### src/rtl/inert_chan_disp_pkg.sv
`default_nettype none
// ============================================================================
// Module : inert_disp_pkg
// Brief  : FSM state encodings and fixed LED patterns for the channel display.
// Rev    : 1.0
// ============================================================================
package inert_disp_pkg;

    typedef logic [1:0] disp_state_t;

    localparam disp_state_t ST_IDLE = 2'd0;
    localparam disp_state_t ST_CAL  = 2'd1;
    localparam disp_state_t ST_SHOW = 2'd2;
    localparam disp_state_t ST_ERR  = 2'd3;

    // Sliced down to LED_W by the user; wide enough for any legal LED_W.
    localparam logic [31:0] LED_CAL = 32'h0000_0001;
    localparam logic [31:0] LED_ERR = 32'hFFFF_FFFF;

endpackage : inert_disp_pkg
`default_nettype wire

### src/rtl/inert_chan_disp_if.sv
`default_nettype none
// ============================================================================
// Module : inert_chan_disp_if
// Brief  : Control, sample and display signals between inertial side and display.
// Rev    : 1.0
// ============================================================================
interface inert_chan_disp_if #(
    parameter int NUM_CH = 3,
    parameter int DATA_W = 16,
    parameter int LED_W  = 8
);
    localparam int CH_W = $clog2(NUM_CH);

    logic                     next;
    logic                     cal_done;
    logic                     vld;
    logic [NUM_CH*DATA_W-1:0] data;
    logic                     strt_cal;
    logic [LED_W-1:0]         LED;
    logic [CH_W-1:0]          chan;
    logic                     cal_err;

    modport master (
        output next, cal_done, vld, data,
        input  strt_cal, LED, chan, cal_err
    );

    modport slave (
        input  next, cal_done, vld, data,
        output strt_cal, LED, chan, cal_err
    );

endinterface : inert_chan_disp_if
`default_nettype wire

### src/rtl/inert_chan_disp_win_sat.sv
`default_nettype none
// ============================================================================
// Module : win_sat
// Brief  : Extracts an LED_W window from a signed word, saturating on overflow.
// Rev    : 1.0
// ============================================================================
module win_sat #(
    parameter int DATA_W  = 16,
    parameter int LED_W   = 8,
    parameter int LSB_SEL = 1
) (
    input  wire logic [DATA_W-1:0] i_word,
    output logic      [LED_W-1:0]  o_led
);
    localparam int HI = LSB_SEL + LED_W - 1;

    localparam logic [LED_W-1:0] c_SAT_MAX = {1'b0, {(LED_W-1){1'b1}}};
    localparam logic [LED_W-1:0] c_SAT_MIN = {1'b1, {(LED_W-1){1'b0}}};

    // Window top bit plus everything above it must all agree with the sign.
    logic [DATA_W-1-HI:0] w_upper;
    logic                 w_fits;

    assign w_upper = i_word[DATA_W-1:HI];
    assign w_fits  = (&w_upper) | ~(|w_upper);

    always_comb begin
        o_led = i_word[HI:LSB_SEL];
        if (!w_fits) begin
            o_led = i_word[DATA_W-1] ? c_SAT_MIN : c_SAT_MAX;
        end
    end

    generate
        if (LSB_SEL > 0) begin : g_trunc
            logic w_unused_lsb;
            assign w_unused_lsb = ^i_word[LSB_SEL-1:0];
        end
    endgenerate

endmodule : win_sat
`default_nettype wire

### src/rtl/inert_chan_disp.sv
`default_nettype none
// ============================================================================
// Module : inert_chan_disp
// Brief  : Calibration-gated display of one inertial channel on LEDs.
//          Optional auto-scroll through channels: define DISP_AUTO_SCROLL_EN.
// Rev    : 1.0
// ============================================================================
module inert_chan_disp
    import inert_disp_pkg::*;
#(
    parameter int NUM_CH     = 3,
    parameter int DATA_W     = 16,
    parameter int LED_W      = 8,
    parameter int LSB_SEL    = 1,
    parameter int CAL_TMO    = 2**24,
    parameter int SCROLL_CYC = 25_000_000
) (
    input  wire logic         clk,
    input  wire logic         rst_n,
    inert_chan_disp_if.slave  bus
);
    localparam int CH_W  = $clog2(NUM_CH);
    localparam int CNT_W = (CAL_TMO > 2) ? $clog2(CAL_TMO) : 1;

    localparam logic [CNT_W-1:0] c_TMO_LAST = CNT_W'(CAL_TMO - 1);
    localparam logic [CH_W-1:0]  c_CH_LAST  = CH_W'(NUM_CH - 1);

    disp_state_t      r_state, w_state_nxt;
    logic [CNT_W-1:0] r_cnt, w_cnt_nxt;
    logic [CH_W-1:0]  r_chan, w_chan_nxt;
    logic [LED_W-1:0] r_led, w_led_nxt;
    logic             w_strt;
    logic             w_adv;
    logic [DATA_W-1:0] w_sel;
    logic [LED_W-1:0]  w_win;

`ifdef DISP_AUTO_SCROLL_EN
    localparam int SCR_W = (SCROLL_CYC > 2) ? $clog2(SCROLL_CYC) : 1;
    localparam logic [SCR_W-1:0] c_SCR_LAST = SCR_W'(SCROLL_CYC - 1);

    logic [SCR_W-1:0] r_scroll;
    logic             w_scroll_hit;

    assign w_scroll_hit = (r_state == ST_SHOW) && (r_scroll == c_SCR_LAST);
    assign w_adv        = bus.next || w_scroll_hit;

    // Free-runs only in SHOW; a manual step restarts the period.
    always_ff @(posedge clk or negedge rst_n) begin
        if (!rst_n) begin
            r_scroll <= '0;
        end else if (r_state != ST_SHOW || bus.next || w_scroll_hit) begin
            r_scroll <= '0;
        end else begin
            r_scroll <= r_scroll + 1'b1;
        end
    end
`else
    assign w_adv = bus.next;
`endif

    always_comb begin
        w_state_nxt = r_state;
        w_cnt_nxt   = r_cnt;
        w_chan_nxt  = r_chan;
        w_strt      = 1'b0;
        case (r_state)
            ST_IDLE: begin
                if (bus.next) begin
                    w_strt      = 1'b1;
                    w_state_nxt = ST_CAL;
                    w_cnt_nxt   = '0;
                end
            end
            ST_CAL: begin
                if (bus.cal_done) begin
                    w_state_nxt = ST_SHOW;
                    w_chan_nxt  = '0;
                    w_cnt_nxt   = '0;
                end else if (r_cnt == c_TMO_LAST) begin
                    w_state_nxt = ST_ERR;
                end else begin
                    w_cnt_nxt = r_cnt + 1'b1;
                end
            end
            ST_SHOW: begin
                if (w_adv) begin
                    w_chan_nxt = (r_chan == c_CH_LAST) ? '0 : r_chan + 1'b1;
                end
            end
            ST_ERR: begin
                if (bus.next) begin
                    w_strt      = 1'b1;
                    w_state_nxt = ST_CAL;
                    w_cnt_nxt   = '0;
                end
            end
            default: begin
                w_state_nxt = ST_IDLE;
                w_cnt_nxt   = '0;
                w_chan_nxt  = '0;
            end
        endcase
    end

    // Select by the upcoming channel so a step and a sample in one cycle show the new channel.
    always_comb begin
        w_sel = '0;
        for (int k = 0; k < NUM_CH; k++) begin
            if (w_chan_nxt == CH_W'(k)) begin
                w_sel = bus.data[k*DATA_W +: DATA_W];
            end
        end
    end

    win_sat #(
        .DATA_W  (DATA_W),
        .LED_W   (LED_W),
        .LSB_SEL (LSB_SEL)
    ) u_win_sat (
        .i_word (w_sel),
        .o_led  (w_win)
    );

    always_comb begin
        w_led_nxt = r_led;
        case (w_state_nxt)
            ST_IDLE: w_led_nxt = '0;
            ST_CAL:  w_led_nxt = LED_CAL[LED_W-1:0];
            ST_ERR:  w_led_nxt = LED_ERR[LED_W-1:0];
            ST_SHOW: begin
                if (r_state != ST_SHOW || w_chan_nxt != r_chan || bus.vld) begin
                    w_led_nxt = w_win;
                end
            end
            default: w_led_nxt = '0;
        endcase
    end

    always_ff @(posedge clk or negedge rst_n) begin
        if (!rst_n) begin
            r_state <= ST_IDLE;
            r_cnt   <= '0;
            r_chan  <= '0;
            r_led   <= '0;
        end else begin
            r_state <= w_state_nxt;
            r_cnt   <= w_cnt_nxt;
            r_chan  <= w_chan_nxt;
            r_led   <= w_led_nxt;
        end
    end

    assign bus.strt_cal = w_strt;
    assign bus.LED      = r_led;
    assign bus.chan     = r_chan;
    assign bus.cal_err  = (r_state == ST_ERR);

endmodule : inert_chan_disp
`default_nettype wire

### src/flat_wrapper.sv
// flat-port wrapper written by rule: the top's interface ports become plain ports
module inert_chan_disp_flat import inert_disp_pkg::*;
#(
    parameter int NUM_CH     = 3,
    parameter int DATA_W     = 16,
    parameter int LED_W      = 8,
    parameter int LSB_SEL    = 1,
    parameter int CAL_TMO    = 2**24,
    parameter int SCROLL_CYC = 25_000_000
)
  (clk, rst_n, bus_next, bus_cal_done, bus_vld, bus_data, bus_strt_cal, bus_LED, bus_chan, bus_cal_err);
  inert_chan_disp_if #(.NUM_CH(NUM_CH), .DATA_W(DATA_W), .LED_W(LED_W)) bus_i ();
  input  wire logic clk;
  input  wire logic rst_n;
  input wire logic [$bits(bus_i.next)-1:0] bus_next;
  input wire logic [$bits(bus_i.cal_done)-1:0] bus_cal_done;
  input wire logic [$bits(bus_i.vld)-1:0] bus_vld;
  input wire logic [$bits(bus_i.data)-1:0] bus_data;
  output wire logic [$bits(bus_i.strt_cal)-1:0] bus_strt_cal;
  output wire logic [$bits(bus_i.LED)-1:0] bus_LED;
  output wire logic [$bits(bus_i.chan)-1:0] bus_chan;
  output wire logic [$bits(bus_i.cal_err)-1:0] bus_cal_err;
  assign bus_i.next = bus_next;
  assign bus_i.cal_done = bus_cal_done;
  assign bus_i.vld = bus_vld;
  assign bus_i.data = bus_data;
  assign bus_strt_cal = bus_i.strt_cal;
  assign bus_LED = bus_i.LED;
  assign bus_chan = bus_i.chan;
  assign bus_cal_err = bus_i.cal_err;
  inert_chan_disp #(.NUM_CH(NUM_CH), .DATA_W(DATA_W), .LED_W(LED_W), .LSB_SEL(LSB_SEL), .CAL_TMO(CAL_TMO), .SCROLL_CYC(SCROLL_CYC)) u_core (.clk(clk), .rst_n(rst_n), .bus(bus_i));
endmodule
### config.mk
export PLATFORM = sky130hd
export DESIGN_NAME = inert_chan_disp_flat
export DESIGN_NICKNAME = d
export VERILOG_FILES = /design/src/rtl/inert_chan_disp_pkg.sv /design/src/rtl/inert_chan_disp_if.sv /design/src/rtl/inert_chan_disp_win_sat.sv /design/src/rtl/inert_chan_disp.sv /design/src/flat_wrapper.sv
export SDC_FILE = /design/constraint.sdc
export NUM_CORES = 1
export LEC_CHECK = 0
export BUFFER_PORTS_ARGS = -buffer_cell sky130_fd_sc_hd__buf_4
export CAP_MARGIN = 25
export CORE_MARGIN = 2
export CORE_UTILIZATION = 50
export CTS_CLUSTER_SIZE = 30
export DETAILED_ROUTE_END_ITERATION = 16
export GPL_TIMING_DRIVEN = 0
export PLACE_DENSITY = 0.76
export RECOVER_POWER = 25
export SLEW_MARGIN = 10
export SYNTH_ARGS = -nofsm -noshare
export SYNTH_HDL_FRONTEND = slang
export SYNTH_SLANG_ARGS = --single-unit
### constraint.sdc
create_clock -name clk -period 3.3 [get_ports clk]
set_clock_uncertainty 0.2 [all_clocks]
set_input_delay 0.66 -clock clk [delete_from_list [all_inputs] [get_ports clk]]
set_output_delay 0.66 -clock clk [all_outputs]
set_load 0.03 [all_outputs]
== Word level (Yosys, flattened, before mapping) ==
Cells that the tools add are included.
Operators by class
  $add $sub $neg: 2
  eq/ne operators: 15
  muxes and demuxes: 21
  bitwise operators: 2
  reductions and logical operators: 10
Operators by type and width (count)
  $mux W24: 3
  $mux W16: 3
  $pmux W24 S2: 1
  $pmux W8 S4: 1
  $add A24 B1 Y24 const B: 1
  $eq A24 B24 Y1 const B: 1
  $mux W8: 3
  $eq A2 B2 Y1 const B: 6
  $mux W2: 6
  $pmux W2 S2: 2
  $reduce_and A8 Y1: 1
  $reduce_or A8 Y1: 1
  $eq A2 B1 Y1 const B: 3
  $logic_not A2 Y1: 3
  $ne A2 B1 Y1 const B: 2
  $ne A3 B3 Y1 const B: 1
  $reduce_and A3 Y1: 1
  $add A2 B1 Y2 const B: 1
  $logic_or A1 B1 Y1: 2
  $mux W1: 2
  $ne A2 B2 Y1: 1
  $ne A2 B2 Y1 const B: 1
  $reduce_bool A2 Y1: 1
  $reduce_or A2 Y1: 1
  other kinds (2): 2
Storage, ports and cells
  flip-flop bits (word level): 36
  input port bits: 53
  output and inout port bits: 12
  logic and storage cells: 54

== Logic depth before layout (Yosys ltp) ==
Gate-level depths: netlist of run 1.
  depth after elaboration: 14
  depth in mapped cells: 14

== Modules after synthesis ==
From an unflattened synthesis of run 1, not the netlist that was laid out.
Second synthesis, totals
  cells, all modules: 276
  area, all modules: 2504.9 um^2
By module, submodules not included
  inert_chan_disp: instances 1, cells each 261, area each 2378.5 um^2
  win_sat: instances 1, cells each 15, area each 126.4 um^2

== Worst setup path after synthesis of run 1 ==
Ideal clock, no wire load.
  path kind: register to register
  start point: reg u_core.r_state[0]
  end point: reg u_core.r_led[1], in the netlist u_core.bus.LED[1]
  setup time: 87 ps
  arrival time: 2695 ps
  required time: 3013 ps
  path slack: 319 ps
  stages on the path, launching flop included: 14
  buffers on the path: 3
  cell sequence: dfrtp_1 inv_1 ha_1 buf_6 nor4bb_4 o21a_4 buf_6 o2111ai_1 o211ai_1 o2111a_1 a31o_1 or3b_1 buf_2 o211ai_1
On the way
  word-level cells in the longest chain between the ends: 12
  elaborated cells between the ends (all ways): 33
Ends and longest elaborated chain
  start: declaration: line inert_chan_disp.sv:28  | disp_state_t r_state, w_state_nxt;
  start signal: assignment: line inert_chan_disp.sv:146  | r_state <= w_state_nxt;
  $eq A2 B2 Y1 / $eq A2 B1 Y1 (equally long branches): line inert_chan_disp.sv:66  | case (r_state)
  $pmux W2 S2: line inert_chan_disp.sv:66
  $logic_not A2 Y1: line inert_chan_disp.sv:109  | if (w_chan_nxt == CH_W'(k)) begin
  $mux W16 (3 in series): line inert_chan_disp.sv:109
  $reduce_or A8 Y1: line inert_chan_disp_win_sat.sv:25  | assign w_fits = (&w_upper) | ~(|w_upper);
  $not A1 Y1: line inert_chan_disp_win_sat.sv:25
  $or A1 B1 Y1: line inert_chan_disp_win_sat.sv:25
  $mux W8: line inert_chan_disp_win_sat.sv:29  | if (!w_fits) begin
  $mux W8: line inert_chan_disp.sv:131  | if (r_state != ST_SHOW || w_chan_nxt != r_chan || bus.vld) begin
  $pmux W8 S4: line inert_chan_disp.sv:126  | case (w_state_nxt)
  end signal: assignment: line inert_chan_disp.sv:149  | r_led <= w_led_nxt;
  end: declaration: line inert_chan_disp.sv:31  | logic [LED_W-1:0] r_led, w_led_nxt;
Several ways; a longest one is shown, not always the timed one. The select of a mux whose other input is x is not followed.
A chain may end at the register's enable or synchronous reset.

== Final worst setup path of run 1 ==
  start point: reg u_core.r_state[0]
  end point: reg u_core.r_led[2], in the netlist u_core.bus.LED[2]
Same word-level chain as after synthesis.

==> results of run 1 <==
==> cell families after synthesis <==
kind of cell | Yosys count
multiplexers | 4
AND/OR/NAND/NOR | 134
flip-flops | 36
adder cells (fa/ha/maj) | 5
buffers and inverters | 32
AO/OA/AOI/OAI | 112
==> layout make-up <==
| cell class | count | area (um^2) | share of cell area (%) |
|---|---|---|---|
| repair buffers | 66 | 509 | 14.9 |
| inverters | 17 | 63.8 | 1.87 |
| multi-input cells | 255 | 1670 | 48.8 |
| plain buffers | 14 | 87.6 | 2.57 |
| well taps | 70 | 87.6 | 2.57 |
| clock buffers | 7 | 86.3 | 2.53 |
| flip-flops and latches | 36 | 902 | 26.5 |
| clock inverters | 1 | 7.51 | 0.220 |
==> registers in the layout, summed over array words and instances (netlist names) <==
| name | cells |
|---|---|
| u_core.r_cnt | 24 |
| u_core.r_state | 2 |
| u_core.bus.LED | 8 |
| u_core.bus.chan | 2 |
==> power by group <==
part           switching (uW)  total, uW  internal, uW
clock                     161        331           170
sequential               62.8        571           508
combinational             478        839           361
total                     702       1740          1040
==> cells in the mapped netlist (8+ instances only) <==
library cell  instances  area (um^2)
nand3_1              21          105
inv_1                15         56.3
o21ai_0              40          200
nor2_1               25         93.8
dfrtp_1              36          901
a21oi_1              13         65.1
nand4_1               9         56.3
clkbuf_1              8         30.0
a211oi_1              8         60.1
o31ai_1               8         60.1
o211ai_1             13         97.6
nand2_1              38          143
==> critical path: cells and delay by family (launching register included) <==
family	cells	cell delay [ps]
AOI/OAI and AO/OA	6	1120
and+or+nand+nor	2	750
buffers and inverters	3	410
DFF	1	410
adders and majority gates	1	210
==> stage by stage <==
| stage | cells | setup WS, ps |
|---|---|---|
| finish | 466 | 139 |
| CTS | 462 | -1.71 |
| global placement | 454 | 55.3 |
| global route | 466 | -96.1 |
| detailed placement | 454 | -1.18 |
| floorplan | 323 | 319 |
==> layer usage <==
| metal | up-vias | part of all wire [%] | wire length (um) |
|---|---|---|---|
| met5 | - | 0 | 0 |
| met1 | 1300 | 47 | 3400 |
| met3 | 8 | 4.7 | 336 |
| met2 | 98 | 47 | 3350 |
| li1 | 1355 | - | - |
| met4 | 0 | 1.3 | 96 |
==> path summary, 6_finish.rpt <==
check                                  start                end  slack [ps]
min                         u_core.r_cnt[16]   u_core.r_cnt[16]         290
max in group asynchronous              rst_n  u_core.r_state[1]         980
min in group asynchronous              rst_n   u_core.r_cnt[17]         680
min reg2reg                 u_core.r_cnt[16]   u_core.r_cnt[16]         290
max reg2reg                u_core.r_state[0]  u_core.bus.LED[2]         140
max                        u_core.r_state[0]  u_core.bus.LED[2]         140
==> what timing repair did <==
item                                   in CTS  in global routing
setup buffers                               0                  4
pin swaps                                   1                 14
resized for setup                           0                 25
setup endpoints to repair                   2                 20
cloned                                      0                  1
endpoints found under the hold margin       0                  0
==> impl_metrics.env, run 1 <==
export IMPL_status="finished with violations"
export IMPL_violations="max-capacitance violations, max-slew violations"
export IMPL_syn_area_um2=2620
export IMPL_fin_util_pct=67.2
export IMPL_synth_warnings=0
export IMPL_period_share_pct=95.8
export IMPL_clk_path_buf_depth=2
export IMPL_fin_setup_tns_ps=0
export IMPL_ant_nets=0
export IMPL_fp_dieArea_um2=5840
export IMPL_syn_nets=381
export IMPL_synth_simple_area_share_pct=27.1
export IMPL_end_kind="flip-flop"
export IMPL_hold_viol=0
export IMPL_portBuffers=61
export IMPL_path_cells="inv_2 -> ha_4 -> buf_6 -> nor4bb_4 -> o21a_4 -> clkbuf_16 -> o2111ai_2 -> o21ai_0 -> a31o_2 -> a31o_1 -> or3b_4 -> o211ai_1"
export IMPL_dr_pass1_iters=5
export IMPL_cts_made_buffers=5
export IMPL_synth_seq_area_share_pct=34.4
export IMPL_num_vias=2761
export IMPL_core_area_um2=5070
export IMPL_cts_tree="built"
export IMPL_finalMaxSlewViolations=37
export IMPL_dpl_hpwl_mm=5.22
export IMPL_setup_viol=0
export IMPL_drt_wl_total_mm=7.18
export IMPL_synth_top_family_by_area="compound AO/OA/AOI/OAI gates"
export IMPL_async_reset_ff_share_pct=100
export IMPL_ys_types=54
export IMPL_nets=453
export IMPL_die_h_um=76.4
export IMPL_path_class="reg -> reg"
export IMPL_clock_fmax_mhz=316
export IMPL_synthAdderAreaFrac_pct=2.39
export IMPL_cpMaxStageDelayCell="or3b_4"
export IMPL_ir_drop_uv=324
export IMPL_mostFrequentLayoutCell="buf_4"
export IMPL_gr_total_overflow=0
export IMPL_grt_max_degree=37
export IMPL_maxSlewHeadroom_pct=-25.7
export IMPL_num_fill_cells=445
export IMPL_use_met1_pct=34.0
export IMPL_placementRows=26
export IMPL_power_leakage_uw=0.00141
export IMPL_fin_area_um2=3410
export IMPL_worstMarginPinSlew_ps=1890
export IMPL_post_dp_cell_area_um2=3170
export IMPL_synth_edf_count=0
export IMPL_met2_usage_pct=38.0
export IMPL_final_layout_size_suffix_gt1_share_pct=28.0
export IMPL_rsz0062_at_grt="true"
export IMPL_fin_total_pwr_uw=1740
export IMPL_syn_area_per_cell_um2=8.12
export IMPL_track_usage_pct=23.9
export IMPL_grt_pass1_wl_mm=11.5
export IMPL_hold_path_class="reg -> reg"
export IMPL_route_detailed_drc=0
export IMPL_antenna_found_initial=0
export IMPL_cp_max_fo=10
export IMPL_first_global_vias=2443
export IMPL_fp_dieW_um=76.4
export IMPL_crit_arrival_ps=3170
export IMPL_final_cell_mix="buf_4 (64), o21ai_0 (39), nand2_1 (38)"
export IMPL_cts_clk_slew_worst_paths_ps=80
export IMPL_p_per_area_nw_per_um2=510
export IMPL_cp_slowest_stage_delay_ps=430
export IMPL_synth_top_flop_cell="dfrtp_1"
export IMPL_root_buffer="clkbuf_8"
export IMPL_diodes=0
export IMPL_ys_seq_elements=36
export IMPL_synth_xor_xnor_area_share_pct=0
export IMPL_whs_path_depth=1
export IMPL_drtIter0Drc=184
export IMPL_vias_per_cell=5.92
export IMPL_post_route_min_period_ps=3160
export IMPL_timing_hold_ws_ps=293
export IMPL_synthToLayoutAreaGrowth_pct=30.1
export IMPL_ios=65
export IMPL_ctsHtreeMaxLevel=2
export IMPL_synthMuxAreaShare_pct=1.53
export IMPL_drv_cap=1
export IMPL_cp_start_kind="flip-flop"
export IMPL_postCtsHoldBufs=0
export IMPL_cp_required_ps=3310
export IMPL_wl_per_cell_um=15.4
export IMPL_initial_utilization_pct=51.7
export IMPL_r2r_worst_path_cells=12
export IMPL_insertion_delay_ps=290
export IMPL_top_usage_layer="met2"
export IMPL_syn_inst=323
export IMPL_clock_sinks=36
export IMPL_gp_congestion=0.879
export IMPL_grt_use_met3_pct=3.32
export IMPL_synth_compound_area_share_pct=29.0
(Power assumes the default switching activity.)
==> run 2: changes to the inputs <==
--- a/config.mk
+++ b/config.mk
@@ -7,11 +7,12 @@
 export LEC_CHECK = 0
 export BUFFER_PORTS_ARGS = -buffer_cell sky130_fd_sc_hd__buf_4
 export CAP_MARGIN = 25
-export CORE_MARGIN = 2
 export CORE_UTILIZATION = 50
+export CTS_BUF_LIST = sky130_fd_sc_hd__clkbuf_2
 export CTS_CLUSTER_SIZE = 30
 export DETAILED_ROUTE_END_ITERATION = 16
 export GPL_TIMING_DRIVEN = 0
+export HOLD_SLACK_MARGIN = 0.15
 export PLACE_DENSITY = 0.76
 export RECOVER_POWER = 25
 export SLEW_MARGIN = 10
==> run 2 against run 1 <==
Compared with the run above:
- the run still ends with max-capacitance violations, max-slew violations left
- power decreased by 5.1%
- register-to-register slack got worse by 80 ps
- maximum frequency decreased by 2.3%
- first-iteration DRC count increased by 26%
- sequential cell count unchanged
- clock-buffer cell count decreased by 2
- routed wire length increased by 1.4%
- clock power decreased by 16%
- global-route usage increased by 2.7 points
- die area decreased by 5.2%
- setup slack got worse by 76 ps
- largest power group unchanged
==> impl_metrics.env, run 2 (same netlist as run 1, synthesis figures left out) <==
export IMPL_status="finished with violations"
export IMPL_violations="max-capacitance violations, max-slew violations"
export IMPL_timing_hold_ws_ps=296
export IMPL_ir_drop_uv=271
export IMPL_ant_nets=0
export IMPL_fin_setup_tns_ps=0
export IMPL_maxSlewHeadroom_pct=-32.7
export IMPL_grt_use_met3_pct=4.47
export IMPL_post_route_min_period_ps=3240
export IMPL_power_leakage_uw=0.00141
export IMPL_fin_area_um2=3350
export IMPL_track_usage_pct=26.6
export IMPL_clk_path_buf_depth=2
export IMPL_cpMaxStageDelayCell="dfrtp_1"
export IMPL_worstMarginPinSlew_ps=1990
export IMPL_cp_slowest_stage_delay_ps=450
export IMPL_drv_cap=1
export IMPL_final_cell_mix="buf_4 (65), o21ai_0 (39), nand2_1 (38)"
export IMPL_path_class="reg -> reg"
export IMPL_hold_path_class="reg -> reg"
export IMPL_grt_max_degree=37
export IMPL_end_kind="flip-flop"
export IMPL_ctsHtreeMaxLevel=2
export IMPL_largest_register_ff_count=24
export IMPL_cp_max_fo=7
export IMPL_diodes=0
export IMPL_crit_top_cell="o211ai_1"
export IMPL_antenna_found_initial=0
export IMPL_num_vias=2767
export IMPL_synthToLayoutAreaGrowth_pct=28.0
export IMPL_setup_viol=0
export IMPL_finalMaxSlewViolations=37
export IMPL_path_cells="inv_2 -> ha_4 -> buf_6 -> nor4bb_4 -> o21a_4 -> clkbuf_16 -> o2111ai_2 -> o211ai_1 -> o2111a_1 -> a31o_1 -> or3b_4 -> o211ai_1"
export IMPL_die_h_um=74.4
export IMPL_drt_wl_total_mm=7.29
export IMPL_clock_fmax_mhz=309
export IMPL_post_dp_cell_area_um2=3160
export IMPL_ios=65
export IMPL_cts_clk_slew_worst_paths_ps=190
export IMPL_portBuffers=61
export IMPL_initial_utilization_pct=53.7
export IMPL_route_detailed_drc=0
export IMPL_dpl_hpwl_mm=5.31
export IMPL_largest_register="u_core.r_cnt"
export IMPL_wl_per_cell_um=15.7
export IMPL_cp_required_ps=3420
export IMPL_use_met1_pct=38.0
export IMPL_root_buffer="clkbuf_2"
export IMPL_core_area_um2=4880
export IMPL_placementRows=25
export IMPL_vias_per_cell=5.95
export IMPL_fin_cells=465
export IMPL_rsz0062_at_grt="true"
export IMPL_cts_tree="built"
export IMPL_fp_dieArea_um2=5540
export IMPL_nets=455
export IMPL_dr_pass1_iters=4
export IMPL_p_per_area_nw_per_um2=492
export IMPL_crit_arrival_ps=3360
export IMPL_cp_start_kind="flip-flop"
export IMPL_hold_viol=0
export IMPL_place_inst=451
export IMPL_clock_sinks=36
export IMPL_final_layout_size_suffix_gt1_share_pct=26.1
export IMPL_met2_usage_pct=41.3
export IMPL_period_share_pct=98.1
export IMPL_mostFrequentLayoutCell="buf_4"
export IMPL_first_global_vias=2415
export IMPL_insertion_delay_ps=400
export IMPL_top_usage_layer="met2"
export IMPL_grt_pass1_wl_mm=11.3
export IMPL_fp_dieW_um=74.4
export IMPL_cts_made_buffers=5
export IMPL_drtIter0Drc=232
export IMPL_gr_total_overflow=0
export IMPL_gp_congestion=0.897
export IMPL_num_fill_cells=429
==> run 2: worst max-delay path, delay by kind of cell, from the launching register on <==
kind,cells,cell delay [ps]
AOI/OAI and AO/OA,6,1150
and+or+nand+nor,2,740
DFF,1,450
buffers and inverters,3,400
adders and majority gates,1,210
==> run 2: per-stage QoR <==
stage	setup slack (ps)	power, uW	util [%]
6_report	63.0	1650	68.7
5_1_grt	-67.6	1740	68.7
3_3_place_gp	55.8	1300	64.8
2_1_floorplan	319	1070	-
3_5_place_dp	47.6	1310	64.8
4_1_cts	8.74	1600	66.3
==> run 2: report_power, final <==
part,switching (uW),total [uW],internal [uW]
Combinational,459,806,347
Sequential,59.6,567,507
Clock,156,279,123
==> run 2: area by class of cell <==
class | instances | area (um^2) | share of cell area (%)
tap | 67 | 83.8 | 2.50
multi-input combinational | 255 | 1630 | 48.6
clock buffer | 5 | 25.0 | 0.746
timing repair buffer | 68 | 527 | 15.7
inverter | 17 | 63.8 | 1.90
sequential | 36 | 902 | 26.9
buffer | 14 | 86.3 | 2.57
clock inverter | 3 | 37.5 | 1.12
==> run 2: final timing paths <==
kind,startpoint,end,slack [ps],cells after the start
setup / recovery,u_core.r_state[0],u_core.bus.LED[1],60,12
hold / removal,u_core.r_cnt[23],u_core.r_cnt[23],300,1
setup reg to reg,u_core.r_state[0],u_core.bus.LED[1],60,12
hold reg to reg,u_core.r_cnt[23],u_core.r_cnt[23],300,1
max in group asynchronous,rst_n,u_core.r_state[1],490,2
min in group asynchronous,rst_n,u_core.r_cnt[5],1110,2
==> run 2: what timing repair did <==
action,CTS,global route
hold buffers,1,0
resized for setup,0,16
setup endpoints to repair,0,15
buffers inserted,0,5
hold endpoints to repair,36,0
==> run 2: metal layers <==
metal	vias up	wire, um
li1	1359	-
met1	1306	3350
met2	94	3490
met3	8	361
met4	0	89
met5	-	0
==> run 3: changes to the inputs <==
--- a/config.mk
+++ b/config.mk
@@ -7,13 +7,15 @@
 export LEC_CHECK = 0
 export BUFFER_PORTS_ARGS = -buffer_cell sky130_fd_sc_hd__buf_4
 export CAP_MARGIN = 25
-export CORE_UTILIZATION = 50
-export CTS_BUF_LIST = sky130_fd_sc_hd__clkbuf_2
+export CELL_PAD_IN_SITES_DETAIL_PLACEMENT = 0
+export CELL_PAD_IN_SITES_GLOBAL_PLACEMENT = 2
+export CORE_UTILIZATION = 31
+export CTS_BUF_LIST = sky130_fd_sc_hd__clkbuf_16
 export CTS_CLUSTER_SIZE = 30
 export DETAILED_ROUTE_END_ITERATION = 16
 export GPL_TIMING_DRIVEN = 0
 export HOLD_SLACK_MARGIN = 0.15
-export PLACE_DENSITY = 0.76
+export PLACE_DENSITY_LB_ADDON = 0.1
 export RECOVER_POWER = 25
 export SLEW_MARGIN = 10
 export SYNTH_ARGS = -nofsm -noshare
==> run 3 against run 2 <==
Compared with the run above:
- the run still ends with max-capacitance violations, max-slew violations left
- first-iteration DRC count is 34% lower
- critical path depth stayed put
- utilization shrank 27 points
- critical path type unchanged
- largest cell class unchanged
- highest routed layer unchanged
==> impl_metrics.env, run 3 (same netlist as run 1, synthesis figures left out) <==
export IMPL_status="finished with violations"
export IMPL_violations="max-capacitance violations, max-slew violations"
export IMPL_largest_register_ff_count=24
export IMPL_largest_register="u_core.r_cnt"
export IMPL_drt_wl_total_mm=7.78
export IMPL_insertion_delay_ps=280
export IMPL_end_kind="flip-flop"
export IMPL_vias_per_cell=5.41
export IMPL_path_buf_inv=3
export IMPL_antenna_found_initial=0
export IMPL_num_fill_cells=833
export IMPL_grt_pass1_wl_mm=12.3
export IMPL_hold_path_class="reg -> reg"
export IMPL_ios=65
export IMPL_grt_max_degree=37
export IMPL_fp_dieW_um=94.0
export IMPL_r2r_slack_ps=140
export IMPL_crit_start="u_core.r_state[1]"
export IMPL_dr_pass1_iters=6
export IMPL_path_class="reg -> reg"
export IMPL_track_usage_pct=18.1
export IMPL_cp_slowest_stage_delay_ps=470
export IMPL_p_per_area_nw_per_um2=550
export IMPL_r2r_worst_path_cells=12
export IMPL_first_global_vias=2409
export IMPL_timing_hold_ws_ps=290
export IMPL_ctsHtreeMaxLevel=2
export IMPL_core_area_um2=8220
export IMPL_die_h_um=94.0
export IMPL_initial_utilization_pct=31.9
export IMPL_ir_drop_uv=286
export IMPL_cp_required_ps=3300
export IMPL_worstMarginPinSlew_ps=2020
export IMPL_gr_total_overflow=0
export IMPL_synthToLayoutAreaGrowth_pct=32.2
export IMPL_fin_cells=499
export IMPL_fin_total_pwr_uw=1910
export IMPL_hold_viol=0
export IMPL_route_detailed_drc=0
export IMPL_diodes=0
export IMPL_mostFrequentLayoutCell="buf_4"
export IMPL_placementRows=33
export IMPL_pre_cts_slack_ps=-73.5
export IMPL_gp_congestion=0.801
export IMPL_crit_cells=12
export IMPL_period_share_pct=95.8
export IMPL_finalMaxSlewViolations=37
export IMPL_drtIter0Drc=152
export IMPL_cts_made_buffers=5
export IMPL_cp_max_fo=10
export IMPL_power_leakage_uw=0.00144
export IMPL_path_cells="ha_4 -> buf_6 -> nor4bb_4 -> o21a_4 -> nor2_4 -> inv_2 -> buf_6 -> o211ai_2 -> o2111a_1 -> a31o_1 -> or3b_4 -> o211ai_1"
export IMPL_crit_arrival_ps=3160
export IMPL_num_vias=2700
export IMPL_critPathCapture="u_core.bus.LED[4]"
export IMPL_clk_path_buf_depth=2
export IMPL_layout_setup_ws_ps=140
export IMPL_rsz0062_at_grt="false"
export IMPL_r2r_start="u_core.r_state[1]"
export IMPL_dpl_hpwl_mm=5.73
export IMPL_portBuffers=61
export IMPL_clock_sinks=36
export IMPL_final_cell_mix="buf_4 (62), o21ai_0 (39), nand2_1 (38)"
export IMPL_clock_fmax_mhz=316
export IMPL_critPathTopFamily="compound AO/OA/AOI/OAI gates"
export IMPL_root_buffer="clkbuf_16"
export IMPL_cts_tree="built"
export IMPL_cts_clk_slew_worst_paths_ps=60
export IMPL_ant_nets=0
export IMPL_post_route_min_period_ps=3160
export IMPL_final_layout_size_suffix_gt1_share_pct=26.6
export IMPL_cp_start_kind="flip-flop"
export IMPL_place_inst=489
export IMPL_crit_top_cell="buf_6"
export IMPL_maxSlewHeadroom_pct=-34.9
export IMPL_drv_cap=1
export IMPL_cpMaxStageDelayCell="dfrtp_2"
export IMPL_r2r_end="u_core.bus.LED[4]"
export IMPL_fp_dieArea_um2=8830
export IMPL_nets=451
export IMPL_wl_per_cell_um=15.6
export IMPL_setup_viol=0
## run 3: final cells by class
type / count / area [um^2] / share of cell area, %
Buffer: 14 / 86.3 / 2.49
Clock inverter: 3 / 42.5 / 1.23
Inverter: 17 / 63.8 / 1.84
Sequential cell: 36 / 902 / 26.0
Clock buffer: 5 / 125 / 3.61
Multi-Input combinational cell: 255 / 1620 / 46.7
Tap cell: 105 / 131 / 3.79
Timing Repair Buffer: 64 / 494 / 14.3
## run 3: worst min-delay path by stage
stage / from / to / slack (ps) / cells after the start
2_1_floorplan: rst_n / u_core.bus.LED[0] / 160 / 0
3_3_place_gp: u_core.r_cnt[16] / u_core.r_cnt[16] / 280 / 1
3_5_place_dp: u_core.r_cnt[23] / u_core.r_cnt[23] / 280 / 1
4_1_cts: rst_n / u_core.r_cnt[13] / 150 / 1
5_1_grt: u_core.r_cnt[23] / u_core.r_cnt[23] / 300 / 1
6_report: u_core.r_cnt[16] / u_core.r_cnt[16] / 290 / 1
## run 3: through the flow
step                instance area, um^2  utilization [%]  setup TNS, ps
global placement                   3210             39.1           -280
global route                       3460             42.2              0
detailed placement                 3210             39.1           -274
CTS                                3380             41.1          -12.9
finish                             3460             42.2              0
floorplan                          2620                -              0
## run 3: what timing repair did
item / 4_1_cts / 5_1_grt
setup buffers: 0 / 2
resized for setup: 2 / 15
gates cloned: 0 / 1
endpoints found under the setup margin: 14 / 31
pin swaps: 1 / 7
hold buffers: 0 / 0
## run 3: per-layer routing
| layer | share of wire [%] | up-vias | global-route usage [%] |
|---|---|---|---|
| met4 | 0.78 | 0 | 3.46 |
| met1 | 53 | 1277 | 28.0 |
| met5 | 0 | - | 0 |
| li1 | - | 1354 | - |
| met2 | 42 | 64 | 25.2 |
| met3 | 4.4 | 5 | 4.05 |
## run 3: power breakdown
group	switching, uW	internal [uW]	total [uW]
registers	61.0	509	570
logic	454	337	791
clock network	191	355	546
total	707	1200	1910
